## config.mk

```make
export PLATFORM = sky130hd
export DESIGN_NAME = led_s2p_rx_flat
export DESIGN_NICKNAME = d
export VERILOG_FILES = /design/src/rtl/led_s2p_rx_if.sv /design/src/rtl/led_s2p_rx.sv /design/src/flat_wrapper.sv
export SDC_FILE = /design/constraint.sdc
export NUM_CORES = 1
export LEC_CHECK = 0
export BUFFER_PORTS_ARGS = -buffer_cell sky130_fd_sc_hd__buf_2
export CORE_ASPECT_RATIO = 0.6
export CORE_MARGIN = 4
export CORE_UTILIZATION = 45
export CTS_CLUSTER_DIAMETER = 50
export DETAILED_ROUTE_END_ITERATION = 8
export PLACE_DENSITY_LB_ADDON = 0.3
export SETUP_SLACK_MARGIN = 0.5
export SLEW_MARGIN = 10
export SYNTH_ARGS = -nofsm -noshare
export SYNTH_HDL_FRONTEND = slang
export SYNTH_SLANG_ARGS = --single-unit
```

## constraint.sdc

```tcl
create_clock -name clk -period 1.7 [get_ports clk]
set_input_delay 0.085 -clock clk [delete_from_list [all_inputs] [get_ports clk]]
set_output_delay 0.085 -clock clk [all_outputs]
set_load 0.1 [all_outputs]
```

## src/rtl/led_s2p_rx_if.sv

```systemverilog
// LED shift-chain receiver bus: serial lines in, rebuilt word and status out.
// master = transmitter/observer side, slave = receiver.
interface led_s2p_rx_if #(
  parameter int DATA_BITS       = 16,
  parameter int DATA_COUNT_BITS = 4
);
  logic                       sclk;
  logic                       sdin;
  logic                       sclrn;
  logic                       sen;
  logic [DATA_BITS-1:0]       pdata;
  logic                       valid;
  logic                       frame_err;
  logic [DATA_COUNT_BITS:0]   bit_cnt;

  modport master (
    output sclk, sdin, sclrn, sen,
    input  pdata, valid, frame_err, bit_cnt
  );

  modport slave (
    input  sclk, sdin, sclrn, sen,
    output pdata, valid, frame_err, bit_cnt
  );
endinterface

```

## src/rtl/led_s2p_rx.sv

```systemverilog
// Oversampling serial-to-parallel receiver for the LED shift chain.
// Define LED_S2P_GLITCH_FILTER_EN to reject 1-cycle pulses on sclk/sen.
module led_s2p_rx #(
  parameter int DATA_BITS       = 16,
  parameter int DATA_COUNT_BITS = 4,
  parameter int DIR             = 0,
  parameter int INV             = 1
) (
  input  logic         clk,
  input  logic         rst_n,
  led_s2p_rx_if.slave  bus
);

  localparam int CW = DATA_COUNT_BITS + 1;
  localparam logic [CW-1:0] CNT_FULL = CW'(DATA_BITS);
  localparam logic [DATA_BITS-1:0] INV_MASK =
    (INV != 0) ? {DATA_BITS{1'b1}} : {DATA_BITS{1'b0}};

  localparam logic [1:0] S_IDLE  = 2'd0;
  localparam logic [1:0] S_SHIFT = 2'd1;
  localparam logic [1:0] S_FULL  = 2'd2;

  logic [2:0] sclk_q;
  logic [2:0] sen_q;
  logic [1:0] sdin_q;
  logic [1:0] sclrn_q;

  always_ff @(posedge clk or negedge rst_n) begin
    if (!rst_n) begin
      sclk_q  <= 3'b000;
      sen_q   <= 3'b000;
      sdin_q  <= 2'b00;
      sclrn_q <= 2'b11;
    end else begin
      sclk_q  <= {sclk_q[1:0], bus.sclk};
      sen_q   <= {sen_q[1:0], bus.sen};
      sdin_q  <= {sdin_q[0], bus.sdin};
      sclrn_q <= {sclrn_q[0], bus.sclrn};
    end
  end

  logic sclk_rise;
  logic sen_rise;

`ifdef LED_S2P_GLITCH_FILTER_EN
  logic sclk_f_q;
  logic sen_f_q;

  // filtered level only follows after two equal synchronized samples
  always_ff @(posedge clk or negedge rst_n) begin
    if (!rst_n) begin
      sclk_f_q <= 1'b0;
      sen_f_q  <= 1'b0;
    end else begin
      if (sclk_q[1] == sclk_q[2]) sclk_f_q <= sclk_q[1];
      if (sen_q[1] == sen_q[2])   sen_f_q  <= sen_q[1];
    end
  end

  assign sclk_rise = sclk_q[1] & sclk_q[2] & ~sclk_f_q;
  assign sen_rise  = sen_q[1] & sen_q[2] & ~sen_f_q;
`else
  assign sclk_rise = sclk_q[1] & ~sclk_q[2];
  assign sen_rise  = sen_q[1] & ~sen_q[2];
`endif

  logic clr;
  logic bit_in;
  assign clr    = ~sclrn_q[1];
  assign bit_in = sdin_q[1];

  logic [1:0]           state_q, state_d;
  logic [CW-1:0]        cnt_q, cnt_d;
  logic                 ovr_q, ovr_d;
  logic [DATA_BITS-1:0] shreg_q, shreg_d;
  logic [DATA_BITS-1:0] pdata_q, pdata_d;
  logic                 valid_q, valid_d;
  logic                 ferr_q, ferr_d;
  logic [DATA_BITS-1:0] shifted;
  logic [CW-1:0]        cnt_inc;

  generate
    if (DIR == 0) begin : g_dir_up
      assign shifted = {shreg_q[DATA_BITS-2:0], bit_in};
    end else begin : g_dir_dn
      assign shifted = {bit_in, shreg_q[DATA_BITS-1:1]};
    end
  endgenerate

  assign cnt_inc = cnt_q + 1'b1;

  always_comb begin
    state_d = state_q;
    cnt_d   = cnt_q;
    ovr_d   = ovr_q;
    shreg_d = shreg_q;
    pdata_d = pdata_q;
    valid_d = 1'b0;
    ferr_d  = 1'b0;
    if (clr) begin
      state_d = S_IDLE;
      cnt_d   = '0;
      ovr_d   = 1'b0;
      shreg_d = '0;
    end else if (sen_rise) begin
      if (cnt_q == CNT_FULL && !ovr_q) begin
        pdata_d = shreg_q ^ INV_MASK;
        valid_d = 1'b1;
      end else begin
        ferr_d  = 1'b1;
      end
      state_d = S_IDLE;
      cnt_d   = '0;
      ovr_d   = 1'b0;
    end else if (sclk_rise) begin
      unique case (state_q)
        S_IDLE, S_SHIFT: begin
          shreg_d = shifted;
          cnt_d   = cnt_inc;
          state_d = (cnt_inc == CNT_FULL) ? S_FULL : S_SHIFT;
        end
        S_FULL:  ovr_d   = 1'b1;
        default: state_d = S_IDLE;
      endcase
    end
  end

  always_ff @(posedge clk or negedge rst_n) begin
    if (!rst_n) begin
      state_q <= S_IDLE;
      cnt_q   <= '0;
      ovr_q   <= 1'b0;
      shreg_q <= '0;
      pdata_q <= '0;
      valid_q <= 1'b0;
      ferr_q  <= 1'b0;
    end else begin
      state_q <= state_d;
      cnt_q   <= cnt_d;
      ovr_q   <= ovr_d;
      shreg_q <= shreg_d;
      pdata_q <= pdata_d;
      valid_q <= valid_d;
      ferr_q  <= ferr_d;
    end
  end

  assign bus.pdata     = pdata_q;
  assign bus.valid     = valid_q;
  assign bus.frame_err = ferr_q;
  assign bus.bit_cnt   = cnt_q;

endmodule

```

## src/flat_wrapper.sv

```systemverilog
// flat-port wrapper written by rule: the top's interface ports become plain ports
module led_s2p_rx_flat 
#(
  parameter int DATA_BITS       = 16,
  parameter int DATA_COUNT_BITS = 4,
  parameter int DIR             = 0,
  parameter int INV             = 1
)
  (clk, rst_n, bus_sclk, bus_sdin, bus_sclrn, bus_sen, bus_pdata, bus_valid, bus_frame_err, bus_bit_cnt);
  led_s2p_rx_if #(.DATA_BITS(DATA_BITS), .DATA_COUNT_BITS(DATA_COUNT_BITS)) bus_i ();
  input  logic clk;
  input  logic rst_n;
  input wire logic [$bits(bus_i.sclk)-1:0] bus_sclk;
  input wire logic [$bits(bus_i.sdin)-1:0] bus_sdin;
  input wire logic [$bits(bus_i.sclrn)-1:0] bus_sclrn;
  input wire logic [$bits(bus_i.sen)-1:0] bus_sen;
  output wire logic [$bits(bus_i.pdata)-1:0] bus_pdata;
  output wire logic [$bits(bus_i.valid)-1:0] bus_valid;
  output wire logic [$bits(bus_i.frame_err)-1:0] bus_frame_err;
  output wire logic [$bits(bus_i.bit_cnt)-1:0] bus_bit_cnt;
  assign bus_i.sclk = bus_sclk;
  assign bus_i.sdin = bus_sdin;
  assign bus_i.sclrn = bus_sclrn;
  assign bus_i.sen = bus_sen;
  assign bus_pdata = bus_i.pdata;
  assign bus_valid = bus_i.valid;
  assign bus_frame_err = bus_i.frame_err;
  assign bus_bit_cnt = bus_i.bit_cnt;
  led_s2p_rx #(.DATA_BITS(DATA_BITS), .DATA_COUNT_BITS(DATA_COUNT_BITS), .DIR(DIR), .INV(INV)) u_core (.clk(clk), .rst_n(rst_n), .bus(bus_i));
endmodule
```

==> metrics.md, run 1 <==
| Metric | Value |
|---|---|
| Core area | `between 4000 and 5000 um^2` |
| Number of diodes | `0` |
| Effective utilization at floorplan | `between 40 and 50%` |
| Number of filler instances in the final layout | `between 300 and 400` |
| Most common cell after layout, fill and taps aside | `dfrtp_1` |
| RSZ-0062 raised after global routing | `true` |
| Series of cell instances along the critical path | `nand2b_4 -> nor4b_4 -> and4b_2 -> clkbuf_16 -> mux2i_1` |
| Critical path's slowest cell | `dfrtp_4` |
| HP Class | `in2async` |
| Netlist cell types | `29` |
| Number of setup violations in the final report | `10` |
| Global-route usage over all layers | `14.0%` |
| Number of buffers created by CTS | `5` |
| Leakage power of the design | `roughly 1.2 nW` |
| Drt initial violations | `slightly below 60` |
| Cell area after technology mapping | `around 2000 um^2` |
| Worst Tran Pin Value | `slightly below 0.5 ns` |
| Total chip power | `between 2 and 2.5 mW` |
| Setup total negative slack | `-0.179 ns` |
| Antenna Violating Nets Remaining | `0` |
| Post-route cell area | `between 2000 and 3000 um^2` |
| Slowest Stage Delay on Critical Path | `about 0.51 ns` |
| Mean number of vias per cell | `4.85` |
| Share of post-route cells with drive strength above 1 | `a little over a third` |
| Highest net fanout along the worst path | `5` |
| Fmax | `around 0.58 GHz` |
| Die Ht | `about 60 um` |
| Crit path required time | `1.92 ns` |
| Type of origin of the critical path | `flop` |
| Post-route core utilization | `just over 60%` |
| Highest-count cells in the layout ignoring fill and taps | `45 x dfrtp_1, 17 x inv_1, 17 x mux2i_1` |
| Maximum vdd ir drop | `around 0.53 mV` |
| Flops & latches, synth | `52` |
| Antenna violations before repair | `0` |
| DRT Pass-1 Iters | `4` |
| Setup ws final | `-0.0339 ns` |
| Type of element capturing the critical path | `flop` |
| Count of vias placed by the detailed router | `about 1.2k` |
| Post-synth top area share | `~62%` |
| Max-slew violation total from the final report | `0` |
| Synthesized area divided by synthesized cell count | `about 14 um^2` |
| Crit path time final | `1.73 ns` |
| Clock tree from TritonCTS | `built` |
| Overall die area | `5640 um^2` |
| Maximum Capacitance Violations | `0` |
| Sum of overflow across all layers after global routing | `0` |
| Relative slew margins | `approximately two thirds` |
| Port buffer count | `28` |
| Cell area reported after detailed placement | `about 2300 um^2` |
| Yosys warning count | `0` |
| Power per unit of standard cell area | `about 810 nW/um^2` |
| Clock sinks | `52` |
| Std cell rows | `18` |
| Worst setup slack before clock tree synthesis | `0.0368 ns` |
| Cell type contributing the most total cell area after synthesis | `dfrtp_1` |
| CP arrival | `~2.0 ns` |
| Final GP Congestion | `0.763` |
| Cell count after synthesis | `146` |
| Number of buffers on the longest clock path | `2` |
| Final Hold Fails | `0` |
| Die width | `roughly 94 um` |
| Net count of the finished layout | `around 200` |
| Cell chosen for the clock root | `clkbuf_8` |
| Number of remaining DRC errors | `0` |
| Clock Skews | `roughly 0.012 ns` |
| Global-route wire length before repair | `between 5 and 6 mm` |
| Source-to-sink clock delay at the later pin of the worst-skew pair | `approximately 0.3 ns` |
| Clock Pin Slew Worst Setup and Hold Paths | `~0.1 ns` |
| Seq/Total Area, Yosys | `about two thirds` |
| Number of nets in the synthesized netlist | `~150` |
| Classification of the worst setup path | `reg2reg` |
| Violated checks | `setup timing` |
| Ratio of final minimum period to clock period | `102%` |
| Top post-synthesis cells by area | `dfrtp_1 62%, mux2i_1 8.5%, a22o_1 7.0%, inv_1 3.5%, dfstp_2 2.6%` |
| Ports placed on the boundary | `29` |
| Via count of the first global-routing pass | `around 1.3k` |
| Maximum number of pins on one net before global-route repair | `35` |
| Detail-routed net length per standard cell | `14.7 um` |
| HPWL reported at the end of detailed placement | `approximately 2.3 mm` |
| H-tree depth reported by CTS | `2` |
| Synth-to-layout area growth | `29.7%` |
| Result of the run | `finished, violations left` |
| Total detailed-routing wirelength | `3.74 mm` |
-- per-stage QoR --
| step | std cells | hold WS (ns) |
|---|---|---|
| 2_1_floorplan | 146 | -0.211 |
| 3_5_place_dp | 234 | 0.0605 |
| 3_3_place_gp | 234 | 0.0532 |
| 4_1_cts | 249 | 0.261 |
| 5_1_grt | 254 | 0.312 |
| 6_report | 254 | 0.259 |
-- metal layers --
metal	global-route usage [%]	vias up	part of all wire, %
li1	-	586	-
met1	18.8	611	48
met2	21.4	29	45
met3	4.40	6	5.5
met4	5.56	0	1.2
met5	0	-	0
-- critical path, delay by kind of cell (launching register included) --
kind / cells / cell delay [ns]
buffers and inverters: 1 / 0.19
and+or+nand+nor: 3 / 0.76
muxes: 1 / 0.19
DFF: 1 / 0.51
-- where the power goes --
group,switching [mW],leakage [nW],internal (mW),total [mW]
logic,0.0845,0.454,0.0541,0.139
clock network,0.406,0.0485,0.295,0.701
registers,0.0123,0.690,1.26,1.27
-- kinds of logic after synthesis --
| logic type | after synthesis | synth area share, % |
|---|---|---|
| adder cells (fa/ha/maj) | 2 | 1.24 |
| flip-flops | 52 | 64.8 |
| multiplexers | 17 | 8.46 |
| XOR/XNOR | 4 | 1.74 |
| buffers and inverters | 24 | 6.16 |
| AO/OA/AOI/OAI | 21 | 8.77 |
| AND/OR/NAND/NOR | 26 | 8.78 |
-- sequential cells by signal, summed over array words and instances, names as in the netlist --
register              flops
u_core.sclk_q             3
u_core.shreg_q           16
u_core.bus.bit_cnt        5
u_core.bus.frame_err      1
u_core.bus.valid          1
u_core.bus.pdata         16
u_core.state_q            2
u_core.sen_q              3
u_core.ovr_q              1
u_core.sdin_q             2
u_core.sclrn_q            2
-- worst paths after layout --
kind,startpoint,end,slack (ns),cells after the start
setup / recovery,u_core.bus.bit_cnt[3],u_core.bus.pdata[13],-0.03,5
hold reg to reg,u_core.sclk_q[0],u_core.sclk_q[1],0.36,0
hold / removal,rst_n,u_core.bus.bit_cnt[0],0.26,2
min in group clk,u_core.sclk_q[0],u_core.sclk_q[1],0.36,0
setup reg to reg,u_core.bus.bit_cnt[3],u_core.bus.pdata[13],-0.03,5
max in group asynchronous,rst_n,u_core.shreg_q[2],0.92,3
-- cell type report --
cell class	instances	area, um^2	share of cell area [%]
Multi-Input combinational cell	70	622	23.8
Tap cell	60	75.1	2.88
Clock buffer	5	68.8	2.64
Inverter	19	76.3	2.93
Timing Repair Buffer	45	422	16.2
Sequential cell	52	1320	50.7
Clock inverter	3	22.5	0.863
-- Yosys cell counts (all sizes together) --
master and n:
a2111oi 1, a21boi 1, a21oi 2, a22o 16, a31oi 1, and3 1
and4 1, and4b 1, buf 4, clkbuf 1, dfrtp 50, dfstp 2
ha 2, inv 19, mux2i 17, nand2 5, nand2b 2, nand4 3
nor2 8, nor2b 1, nor3b 2, nor4b 1, or2b 1, xnor2 1
xor2 3
-- repair_timing --
item,4_1_cts,5_1_grt
gates cloned,1,3
buffers inserted,1,2
setup endpoints to repair,45,54
pin swaps,7,2
gates resized for setup,14,29
hold endpoints to repair,20,0
hold buffers,5,0
(Power assumes the default switching activity.)
==> inputs of run 2 (changes only) <==
--- a/config.mk
+++ b/config.mk
@@ -7,7 +7,6 @@
 export LEC_CHECK = 0
 export BUFFER_PORTS_ARGS = -buffer_cell sky130_fd_sc_hd__buf_2
 export CORE_ASPECT_RATIO = 0.6
-export CORE_MARGIN = 4
 export CORE_UTILIZATION = 45
 export CTS_CLUSTER_DIAMETER = 50
 export DETAILED_ROUTE_END_ITERATION = 8
==> metrics.md, run 2 (synthesis results as in run 1) <==
| Metric | Value |
|---|---|
| Worst setup startpoint | `u_core.bus.bit_cnt[1]` |
| CP arrival | `1.96 ns` |
| Synth-to-layout area growth | `36.6%` |
| Number of buffers on the longest clock path | `2` |
| Violated checks | `setup timing` |
| Post-route core utilization | `between 60% and 70%` |
| Sequential fraction of design power | `about three fifths` |
| Clock sinks | `52` |
| Cell area reported after detailed placement | `between 2000 and 2500 um^2` |
| Setup ws final | `-0.0360 ns` |
| Final GP Congestion | `approximately 0.74` |
| Number of setup violations in the final report | `6` |
| CP Depth | `6` |
| Comb pwr share | `between 8 and 9%` |
| Power per unit of standard cell area | `774 nW/um^2` |
| Highest net fanout along the worst path | `9` |
| Source-to-sink clock delay at the later pin of the worst-skew pair | `approximately 0.30 ns` |
| Clock tree from TritonCTS | `built` |
| Result of the run | `finished, violations left` |
| Max-slew violation total from the final report | `0` |
| Count of cells along the worst register-to-register path | `6` |
| DRT Pass-1 Iters | `5` |
| Relative slew margins | `between 60% and 70%` |
| Std cell rows | `18` |
| HP Class | `in2async` |
| Series of cell instances along the critical path | `inv_4 -> ha_4 -> nor4b_4 -> and4b_2 -> buf_12 -> mux2i_2` |
| RSZ-0062 raised after global routing | `true` |
| RR Startpoint | `u_core.bus.bit_cnt[1]` |
| Type of origin of the critical path | `flop` |
| Maximum number of pins on one net before global-route repair | `34` |
| Effective utilization at floorplan | `roughly 48%` |
| HPWL reported at the end of detailed placement | `around 2.4 mm` |
| Count of placed standard cells in the final layout, fillers left out | `between 200 and 300` |
| Detail-routed net length per standard cell | `roughly 16 um` |
| Number of filler instances in the final layout | `roughly 300` |
| Total placed cells including tap cells | `~240` |
| Final Hold Fails | `0` |
| Type of element capturing the critical path | `flop` |
| Number of diodes | `0` |
| Overall die area | `4750 um^2` |
| Slowest Stage Delay on Critical Path | `between 0.5 and 0.6 ns` |
| Maximum Capacitance Violations | `0` |
| Drt initial violations | `slightly above 50` |
| Fmax | `a little under 0.6 GHz` |
| Count of vias placed by the detailed router | `1342` |
| Worst path top cell family by delay | `simple AND/OR/NAND/NOR gates` |
| Switching power total | `~0.5 mW` |
| Share of total power consumed by net switching | `23.5%` |
| Post-route cell area | `2750 um^2` |
| Classification of the worst setup path | `reg2reg` |
| Clock group share of total power | `a little under a third` |
| Net count of the finished layout | `between 200 and 250` |
| P_int | `1.63 mW` |
| Die width | `roughly 90 um` |
| H-tree depth reported by CTS | `2` |
| Critical path buffer and inverter count | `2` |
| Cell chosen for the clock root | `clkbuf_8` |
| Ratio of final minimum period to clock period | `102%` |
| Number of remaining DRC errors | `0` |
| Via count of the first global-routing pass | `1291` |
| Port buffer count | `28` |
| Maximum vdd ir drop | `~0.45 mV` |
| Sum of overflow across all layers after global routing | `0` |
| Clock Skews | `roughly 0.0054 ns` |
| Global-route usage over all layers | `a little under a fifth` |
| Mean number of vias per cell | `~5.1` |
| Critical path's slowest cell | `dfrtp_4` |
| Highest-count cells in the layout ignoring fill and taps | `44 x dfrtp_1, 17 x inv_1, 16 x a22o_1, 16 x mux2i_1` |
| Die Ht | `approximately 54 um` |
| Core area | `roughly 4200 um^2` |
| Number of buffers created by CTS | `5` |
| Crit path time final | `1.74 ns` |
| Clock Pin Slew Worst Setup and Hold Paths | `0.09 ns` |
| Share of post-route cells with drive strength above 1 | `between 40% and 50%` |
| Global-route wire length before repair | `~6.4 mm` |
| Ports placed on the boundary | `29` |
| Leakage power of the design | `~1.3 nW` |
| Total detailed-routing wirelength | `approximately 4.3 mm` |
| Antenna violations before repair | `0` |
| Worst Tran Pin Value | `0.490 ns` |
| Most common cell after layout, fill and taps aside | `dfrtp_1` |
| Crit path required time | `around 1.9 ns` |
| Antenna Violating Nets Remaining | `0` |
## run 2: cell type report
cell class	instances	area, um^2	area share, %
clock buffers	7	76.3	2.78
repair buffers	55	518	18.9
well taps	60	75.1	2.73
flip-flops and latches	52	1320	48.2
clock inverters	1	5.00	0.182
multi-input cells	70	674	24.6
inverters	19	73.8	2.69
## run 2: worst register-to-register path, stage by stage, from the launching register on
cell	delay, ns
dfrtp_4	0.52
inv_4	0.08
ha_4	0.12
nor4b_4	0.22
and4b_2	0.34
buf_12	0.16
mux2i_2	0.23
## run 2: what timing repair did
action | 4_1_cts | 5_1_grt
hold buffers | 5 | 0
setup endpoints to repair | 45 | 68
endpoints found under the hold margin | 34 | 0
buffers inserted | 7 | 6
gates cloned | 2 | 1
pin swaps | 13 | 12
gates resized for setup | 24 | 31
## run 2: path summary, 6_finish.rpt
kind	end	slack (ns)
worst max-delay path	u_core.bus.pdata[8]	-0.04
worst min-delay path	u_core.sclk_q[0]	0.28
worst max register to register	u_core.bus.pdata[8]	-0.04
worst min register to register	u_core.sclk_q[1]	0.35
max in group asynchronous	u_core.shreg_q[0]	0.85
min in group clk	u_core.sclk_q[1]	0.35
## run 2: per-stage QoR
stage	TNS, ns	total power, mW	worst slack (ns)	hold slack, ns
final	-0.0867	2.13	-0.0360	0.282
after global routing	-1.08	2.21	-0.0904	0.341
after CTS	-0.00903	2.11	-0.00836	0.354
after detailed placement	0	1.40	0.00874	0.170
after global placement	0	1.39	0.0753	0.166
after floorplan	-0.644	1.35	-0.0715	-0.211
## run 2: power groups by stage
stage	Combinational (mW)	Sequential, mW	Clock [mW]
after floorplan	0.0397	1.31	0
after global placement	0.102	1.29	0
after detailed placement	0.107	1.29	0
after CTS	0.163	1.27	0.673
after global routing	0.197	1.27	0.740
final	0.183	1.27	0.674
## run 2: routing by layer
layer  part of all wire (%)  GRT usage [%]  vias up  wire, um
met4                    1.1           4.84        0        46
li1                       -              -      610         -
met5                      0              0        -         0
met3                    4.5           5.21       11       195
met1                     46           24.9      685      2020
met2                     48           30.4       36      2090
==> inputs of run 3 (changes only) <==
--- a/config.mk
+++ b/config.mk
@@ -5,11 +5,11 @@
 export SDC_FILE = /design/constraint.sdc
 export NUM_CORES = 1
 export LEC_CHECK = 0
-export BUFFER_PORTS_ARGS = -buffer_cell sky130_fd_sc_hd__buf_2
 export CORE_ASPECT_RATIO = 0.6
 export CORE_UTILIZATION = 45
 export CTS_CLUSTER_DIAMETER = 50
 export DETAILED_ROUTE_END_ITERATION = 8
+export DONT_BUFFER_PORTS = 1
 export PLACE_DENSITY_LB_ADDON = 0.3
 export SETUP_SLACK_MARGIN = 0.5
 export SLEW_MARGIN = 10
==> constraint.sdc (replaced) <==
create_clock -name clk -period 1.4 [get_ports clk]
set_input_delay 0.07 -clock clk [delete_from_list [all_inputs] [get_ports clk]]
set_output_delay 0.07 -clock clk [all_outputs]
set_load 0.1 [all_outputs]
==> metrics.md, run 3 (synthesis results as in run 1) <==
| Metric | Value |
|---|---|
| Clock sinks | `52` |
| Ratio of final minimum period to clock period | `124%` |
| Maximum Capacitance Violations | `0` |
| Highest net fanout along the worst path | `9` |
| Post-route core utilization | `71.3%` |
| Total placed cells including tap cells | `230` |
| Mean number of vias per cell | `~5.2` |
| Via count of the first global-routing pass | `between 1k and 1.5k` |
| Setup ws final | `-0.336 ns` |
| Number of buffers created by CTS | `5` |
| Die width | `between 80 and 90 um` |
| HP Class | `in2async` |
| Leakage power of the design | `around 1.3 nW` |
| Antenna violations before repair | `0` |
| Max-slew violation total from the final report | `0` |
| Flop2flop setup slack | `-0.34 ns` |
| HPWL reported at the end of detailed placement | `2.34 mm` |
| Final Hold Fails | `52` |
| CP arrival | `about 2.0 ns` |
| Port buffer count | `0` |
| Violated checks | `hold timing, setup timing` |
| Net count of the finished layout | `205` |
| Flip-flop and latch area | `approximately 1300 um^2` |
| Type of origin of the critical path | `flop` |
| Final GP Congestion | `just over 0.7` |
| Global-route usage over all layers | `between 10% and 20%` |
| Die Ht | `about 54 um` |
| Core area | `4190 um^2` |
| Type of element capturing the critical path | `flop` |
| Count of placed standard cells in the final layout, fillers left out | `258` |
| Cell area reported after detailed placement | `2320 um^2` |
| Total detailed-routing wirelength | `approximately 4.4 mm` |
| Number of setup violations in the final report | `22` |
| DRT Pass-1 Iters | `4` |
| H-tree depth reported by CTS | `2` |
| Final-layout worst hold slack | `-0.548 ns` |
| Clock Pin Slew Worst Setup and Hold Paths | `around 0.090 ns` |
| Maximum vdd ir drop | `~0.66 mV` |
| Antenna Violating Nets Remaining | `0` |
| Highest-count cells in the layout ignoring fill and taps | `35 x dfrtp_1, 24 x buf_12, 17 x inv_1` |
| Number of remaining DRC errors | `0` |
| Synth-to-layout area growth | `48.6%` |
| Global-route wire length before repair | `6.66 mm` |
| Std cell rows | `18` |
| Worst Tran Pin Value | `0.295 ns` |
| Fmax | `around 0.58 GHz` |
| Crit path required time | `about 1.6 ns` |
| Relative slew margins | `80.4%` |
| Ports placed on the boundary | `29` |
| RSZ-0062 raised after global routing | `true` |
| Drt initial violations | `77` |
| Result of the run | `finished, violations left` |
| Clock tree from TritonCTS | `built` |
| Crit path time final | `1.74 ns` |
| Post-route cell area | `around 3000 um^2` |
| Overall die area | `around 4700 um^2` |
| Number of diodes | `0` |
| Number of filler instances in the final layout | `272` |
| Most common cell after layout, fill and taps aside | `dfrtp_1` |
| Classification of the worst setup path | `reg2reg` |
| Clock Skews | `0.00357 ns` |
| Total chip power | `around 2.7 mW` |
| Share of post-route cells with drive strength above 1 | `45.5%` |
| Cell chosen for the clock root | `clkbuf_8` |
| Maximum number of pins on one net before global-route repair | `53` |
| Detail-routed net length per standard cell | `between 15 and 20 um` |
| Number of buffers on the longest clock path | `2` |
| Total of hold buffers inserted after clock tree synthesis | `4` |
| Sum of overflow across all layers after global routing | `0` |
| Count of vias placed by the detailed router | `1330` |
| Power per unit of standard cell area | `between 900 and 1000 nW/um^2` |
| Area used by multi-input combinational logic | `around 670 um^2` |
| Source-to-sink clock delay at the later pin of the worst-skew pair | `0.30 ns` |
| Effective utilization at floorplan | `approximately 48%` |
==> run 3: cell types whose count changed in the layout (fill, tap and decap cells not counted), sizes merged <==
cell,before,now
clkbuf,20,7
buf,37,44
bufinv,0,1
dlygate4sd3,5,4
==> run 3: final cells by class <==
class                   instances  share of cell area (%)
flip-flops and latches         52                    44.8
repair buffers                 49                    24.0
multi-input cells              70                    22.4
inverters                      19                    2.55
well taps                      60                    2.51
clock buffers                   6                    2.43
clock inverters                 2                    1.17
==> run 3: through the flow <==
step	worst slack [ns]	setup TNS, ns
after floorplan	-0.372	-5.30
after global placement	-0.214	-2.69
after detailed placement	-0.241	-3.64
after CTS	-0.261	-3.73
after global routing	-0.431	-6.46
final	-0.336	-5.19
==> run 3: where the power goes <==
part | total (mW) | switching, mW | leakage [nW] | internal [mW]
logic | 0.164 | 0.0820 | 0.548 | 0.0819
clock network | 0.997 | 0.466 | 0.0552 | 0.531
registers | 1.55 | 0.0250 | 0.672 | 1.53
total | 2.71 | 0.573 | 1.28 | 2.14
==> run 3: final timing paths <==
path / from / endpoint / cells after the start
worst max-delay path: u_core.bus.bit_cnt[0] / u_core.bus.pdata[14] / 6
worst min-delay path: rst_n / u_core.sen_q[1] / 0
worst max register to register: u_core.bus.bit_cnt[0] / u_core.bus.pdata[14] / 6
worst min register to register: u_core.sclk_q[0] / u_core.sclk_q[1] / 0
max in group asynchronous: rst_n / u_core.sclrn_q[1] / 0
min in group clk: bus_sclrn / u_core.sclrn_q[0] / 1
==> run 3: what timing repair did <==
| action | in CTS | in global routing |
|---|---|---|
| endpoints found under the setup margin | 65 | 65 |
| gates cloned | 0 | 1 |
| pin swaps | 10 | 5 |
| resized for setup | 71 | 22 |
| buffers inserted | 11 | 4 |
| endpoints found under the hold margin | 56 | 52 |
==> run 3: metal layers <==
| layer | vias up | routed length [um] | track usage (%) |
|---|---|---|---|
| met4 | 0 | 38 | 4.84 |
| met1 | 685 | 1900 | 24.4 |
| met3 | 8 | 215 | 5.67 |
| li1 | 600 | - | - |
| met5 | - | 0 | 0 |
| met2 | 37 | 2280 | 34.5 |
==> run 3: critical path, stage by stage (launching register included) <==
cell and delay [ns]:
dfrtp_4 0.51, inv_4 0.07, ha_4 0.13, nor4b_4 0.21, and4b_2 0.34, buf_12 0.16
mux2i_1 0.23
